--- src/rtl/rs_pkg.sv ---
// Shared definitions for the reservation-station cluster: FU opcodes,
// the issue-scheduler state encoding and the reserved "no producer" tag.
package rs_pkg;

    localparam logic [2:0] OP_ADD = 3'd0;
    localparam logic [2:0] OP_SUB = 3'd1;
    localparam logic [2:0] OP_AND = 3'd2;
    localparam logic [2:0] OP_OR  = 3'd3;
    localparam logic [2:0] OP_XOR = 3'd4;
    localparam logic [2:0] OP_SLL = 3'd5;
    localparam logic [2:0] OP_SRL = 3'd6;
    localparam logic [2:0] OP_SLT = 3'd7;

    localparam int TAG_NONE = 0;

    typedef enum logic [1:0] {
        IDLE  = 2'd0,
        EXEC  = 2'd1,
        BCAST = 2'd2
    } state_t;

endpackage

--- src/rtl/rr_arbiter.sv ---
// Combinational round-robin picker: searches upward from ptr+1 with
// wrap-around and returns the one-hot grant plus the winner index.
module rr_arbiter #(
    parameter  int N     = 4,
    localparam int IDX_W = $clog2(N)
) (
    input  logic [N-1:0]     req,
    input  logic [IDX_W-1:0] ptr,
    output logic [N-1:0]     gnt,
    output logic [IDX_W-1:0] win
);

    logic             found;
    logic [IDX_W-1:0] idx;

    // NOTE: every output gets a default first so this block can never infer a latch.
    always_comb begin
        gnt   = '0;
        win   = '0;
        found = 1'b0;
        idx   = '0;
        for (int i = 1; i <= N; i++) begin
            idx = IDX_W'((int'(ptr) + i) % N);
            if (!found && req[idx]) begin
                found    = 1'b1;
                gnt[idx] = 1'b1;
                win      = idx;
            end
        end
    end

endmodule

--- src/rtl/rs_issue_scheduler.sv ---
// Issue scheduler for one shared multi-cycle arithmetic FU: round-robin issue
// from ready RS entries, LAT-cycle execution, then a held CDB request.
module rs_issue_scheduler
    import rs_pkg::*;
#(
    parameter int N        = 4,
    parameter int TAG_W    = 4,
    parameter int TAG_BASE = 1,
    parameter int LAT      = 2
) (
    input  logic              clk,
    input  logic              rst_n,
    input  logic [N-1:0]      rdy,
    input  logic [3*N-1:0]    op_in,
    input  logic [32*N-1:0]   vj_in,
    input  logic [32*N-1:0]   vk_in,
    output logic [N-1:0]      grant,
    output logic [N-1:0]      done,
    output logic              cdb_req,
    input  logic              cdb_gnt,
    output logic [TAG_W-1:0]  cdb_tag,
    output logic [31:0]       cdb_data,
    output logic              busy
);

    localparam int IDX_W = $clog2(N);

    state_t           state;
    logic [IDX_W-1:0] ptr;
    logic [IDX_W-1:0] owner;
    logic [IDX_W-1:0] win;
    logic [3:0]       cnt;
    logic [2:0]       op_q;
    logic [31:0]      vj_q;
    logic [31:0]      vk_q;
    logic [31:0]      result;
    logic [N-1:0]     arb_gnt;

    rr_arbiter #(.N(N)) u_arb (
        .req (rdy),
        .ptr (ptr),
        .gnt (arb_gnt),
        .win (win)
    );

    assign grant   = (state == IDLE) ? arb_gnt : '0;
    assign cdb_req = (state == BCAST);
    assign busy    = (state != IDLE);

    // The result is only accepted while a request is actually up.
    always_comb begin
        done = '0;
        if (state == BCAST && cdb_gnt)
            done[owner] = 1'b1;
    end

    always_comb begin
        result = '0;
        case (op_q)
            OP_ADD:  result = vj_q + vk_q;
            OP_SUB:  result = vj_q - vk_q;
            OP_AND:  result = vj_q & vk_q;
            OP_OR:   result = vj_q | vk_q;
            OP_XOR:  result = vj_q ^ vk_q;
            OP_SLL:  result = vj_q << vk_q[4:0];
            OP_SRL:  result = vj_q >> vk_q[4:0];
            OP_SLT:  result = {31'b0, $signed(vj_q) < $signed(vk_q)};
            default: result = '0;
        endcase
    end

    // NOTE: state is updated with non-blocking assignments only, so every branch sees pre-edge values.
    always_ff @(posedge clk) begin
        if (!rst_n) begin
            state    <= IDLE;
            ptr      <= IDX_W'(N - 1);
            owner    <= '0;
            cnt      <= '0;
            op_q     <= OP_ADD;
            vj_q     <= '0;
            vk_q     <= '0;
            cdb_tag  <= TAG_W'(TAG_NONE);
            cdb_data <= '0;
        end else begin
            case (state)
                IDLE: begin
                    if (|rdy) begin
                        op_q  <= op_in[3*win +: 3];
                        vj_q  <= vj_in[32*win +: 32];
                        vk_q  <= vk_in[32*win +: 32];
                        owner <= win;
                        cnt   <= 4'(LAT);
                        state <= EXEC;
                    end
                end
                EXEC: begin
                    if (cnt == 4'd1) begin
                        cdb_data <= result;
                        cdb_tag  <= TAG_W'(TAG_BASE + int'(owner));
                        cnt      <= '0;
                        state    <= BCAST;
                    end else begin
                        cnt <= cnt - 4'd1;
                    end
                end
                BCAST: begin
                    // Pointer advances only on acceptance, so a stalled winner keeps its turn.
                    if (cdb_gnt) begin
                        ptr   <= owner;
                        state <= IDLE;
                    end
                end
                default: state <= IDLE;
            endcase
        end
    end

endmodule
--- config.mk ---
export PLATFORM = sky130hd
export DESIGN_NAME = rs_issue_scheduler
export DESIGN_NICKNAME = d
export VERILOG_FILES = /design/src/rtl/rs_pkg.sv /design/src/rtl/rr_arbiter.sv /design/src/rtl/rs_issue_scheduler.sv
export SDC_FILE = /design/constraint.sdc
export NUM_CORES = 1
export LEC_CHECK = 0
export ABC_CLOCK_PERIOD_IN_PS = 11410
export BUFFER_PORTS_ARGS = -buffer_cell sky130_fd_sc_hd__clkbuf_2
export CORE_ASPECT_RATIO = 0.75
export CORE_MARGIN = 5
export CORE_UTILIZATION = 55
export DETAILED_ROUTE_END_ITERATION = 10
export PLACE_DENSITY_LB_ADDON = 0.2
export SYNTH_ARGS = -nofsm -noshare
export SYNTH_HDL_FRONTEND = slang
export SYNTH_HIERARCHICAL = 1
export SYNTH_SLANG_ARGS = --single-unit
export TNS_END_PERCENT = 5
--- constraint.sdc ---
create_clock -name clk -period 11.41 [get_ports clk]
set_clock_uncertainty 0.05 [all_clocks]
set_input_delay 3.423 -clock clk [delete_from_list [all_inputs] [get_ports clk]]
set_output_delay 3.423 -clock clk [all_outputs]
set_load 0.02 [all_outputs]
==> impl_results.md <==
- Syn Area/Cell: 7.84 µm²
- Antenna Violating Nets Remaining: 0
- Worst-Margin Slew: 1010 ps
- Core Area: 26100 µm²
- First-pass GRT wire length: 91900 µm
- Met2 Resource Use GR: 58.5%
- GRT met3 Usage: 13.8%
- # resized after CTS: 0
- Die area: 30100 µm²
- Post-layout nets: 2472
- Worst Path Max Fanout: 12
- Total GRT Usage: 39.7%
- Hold Crit Class: reg -> reg
- Slowest-stage cell, CP: mux4_2
- Layout cells sized above 1: 25.5%
- Status: finished clean
- CTS Buf Count: 9
- Slew margin rel.: 32.6%
- DR pass1 iterations: 6
- Critical Path Max Stage Delay: 580 ps
- Most common cell after layout, fill and taps aside: clkbuf_2
- CP Launch Type: input port
- Peak supply drop: 0.0963 mV
- Most frequent cells in the layout: 318 x clkbuf_2, 248 x nand2_1, 155 x nor2_1
- Mapped Nets: 2259
- Grt peak-use layer: met2
- Max Cap Violations: 0
- Critical path cell sequence: clkbuf_2 -> mux4_2 -> a211oi_2 -> a221o_2 -> and2_1 -> clkbuf_2
- YS warnings: 6
- Initial core utilization: 56.2%
- Routed vias: 16700
- Top_reg_cell synth: dfxtp_1
- Share of the core filled with cells: 63.8%
- Drt total wl: 61800 µm
- Post-synth top area share: 16.3%
- Port buffer count: 319
- Vias/cell: 6.86
- Top post-synthesis cells by area: mux4_2 16%, dfxtp_1 15%, ha_1 9.5%, nand2_1 6.3%, o21ai_0 4.5%
- Worst-Skew Late Latency: 390 ps
- Root Driver: clkbuf_16
- Grt ovf: 0
- Fin. Hold Viols: 0
- Yosys cell types: 92
- CTS H-tree lvls: 3
- Crit. End Element: primary output
- Final setup fails: 0
- Post-Route Setup TNS: 0 ps
- P_leak: 0.00688 µW
- CTS tree: done
- Clk buf depth: 2
- # IOs: 321
- CP most frequent cell: clkbuf_2
- RSZ-0062 raised after global routing: no
- Die height: 151 µm
- Post-CTS Hold Fix Bufs: 0
- Initial antenna violation count: 2
- Post-synth EDFFs: 0
- Largest net degree at the start of global routing: 114
- Placer Congestion: 1.09
- Fill count: 2311
- Post-synth top area cell: mux4_2
- Seq cells post-synth: 112
- WP data arrival: 5040 ps
- Final HPWL DP: 47000 µm
- Synthesized instance count: 1871
- Synthesized area: 14700 µm²
- Final period util: 74.6%
- # rows: 51
- Diodes inserted: 0
- Final-report max-slew violation count: 0
- # DRC: 0
- Sequential fraction of the synthesis area: 15.3%
- Ys async rst share: 0%
- Setup repair bufs after CTS: 0
- Required time worst endpoint: 7940 ps
- WL/cell: 25.4 µm
- Worst-path clk slew: 90 ps
- Die Wd: 199 µm
- Vias in the first global route: 15700
- GRT met1 Usage: 56.1%
- Fmax: 117 MHz
- Area Overhead vs Synth: 13.6%
- Tmin final: 8510 ps
- Setup CP Type: in -> out
- Starting DRT DRC Count: 2677
- CTS Sinks: 112
- Power Dens Cells: 118 nW/µm²
==> path summary, 6_finish.rpt <==
kind            from          end  slack (ps)  cells after the start
max           rdy[1]     grant[0]        2900                      6
min reg2reg  op_q[1]      op_q[1]         430                      2
max reg2reg  vk_q[0]  cdb_data[0]        6530                     13
min          op_q[1]      op_q[1]         430                      2
==> through the flow <==
stage	hold WS [ps]	cell area, µm²	std cells	setup WS [ps]	total power (µW)
after global routing	455	16700	2433	2810	2040
after floorplan	394	14700	1871	3210	1210
final	426	16700	2433	2900	1970
after global placement	408	16300	2417	2910	1550
after CTS	424	16700	2433	2920	1910
after detailed placement	412	16300	2417	2920	1560
==> cells in the mapped netlist (13+ instances only) <==
cell type / number
dfxtp_1: 112
o21ai_0: 132
mux2i_1: 43
nand2_1: 248
a21oi_1: 131
o211ai_1: 32
buf_2: 20
ha_1: 111
o31ai_1: 15
inv_1: 106
o22ai_1: 15
clkbuf_1: 106
nor2b_1: 26
nand2b_1: 16
a211oi_1: 26
a221oi_1: 22
nor3_1: 35
mux4_2: 106
a31oi_1: 27
nand3_1: 15
nor2_1: 156
xnor2_1: 24
a22oi_1: 13
a21boi_0: 77
==> flip-flops by register name (all words and copies together) (netlist names) <==
| name | cells |
|---|---|
| cdb_data | 32 |
| vj_q | 32 |
| vk_q | 32 |
| cnt | 4 |
| cdb_tag | 3 |
| op_q | 3 |
| owner | 2 |
| ptr | 2 |
| state | 2 |
==> critical path, delay by kind of cell <==
kind / cells / cell delay [ps]
mux: 1 / 580
buf+inv: 2 / 350
simple gates: 1 / 110
compound gates: 2 / 580
==> metal layers <==
layer	share of wire (%)	up-vias	wire, µm
met5	0.040	-	25
li1	-	7329	-
met3	16	143	9770
met1	40	7956	24500
met4	2.5	4	1540
met2	42	1260	25900
==> power by group <==
part	switching [µW]	internal [µW]	total (µW)
clock	190	160	350
sequential	73.4	426	499
combinational	710	410	1120
==> logic make-up (layout without fill, tap and decap cells) <==
logic type | Yosys count | in the layout | synth area share (%)
simple gates | 575 | 575 | 17.4
fa+ha+maj | 113 | 113 | 9.74
buf+inv | 264 | 482 | 7.41
compound gates | 619 | 619 | 28.4
other cells | 1 | 1 | 0.0256
flops | 112 | 112 | 15.3
xor+xnor | 25 | 25 | 1.49
mux | 162 | 162 | 20.2
==> cell type report <==
| class | count | area, µm² | share of cell area [%] |
|---|---|---|---|
| clock buffers | 9 | 225 | 1.35 |
| flip-flops and latches | 112 | 2250 | 13.5 |
| clock inverters | 7 | 91.3 | 0.548 |
| multi-input cells | 1495 | 11400 | 68.4 |
| well taps | 344 | 430 | 2.58 |
| inverters | 114 | 430 | 2.58 |
| repair buffers | 352 | 1840 | 11.1 |
(Power assumes the default switching activity.)
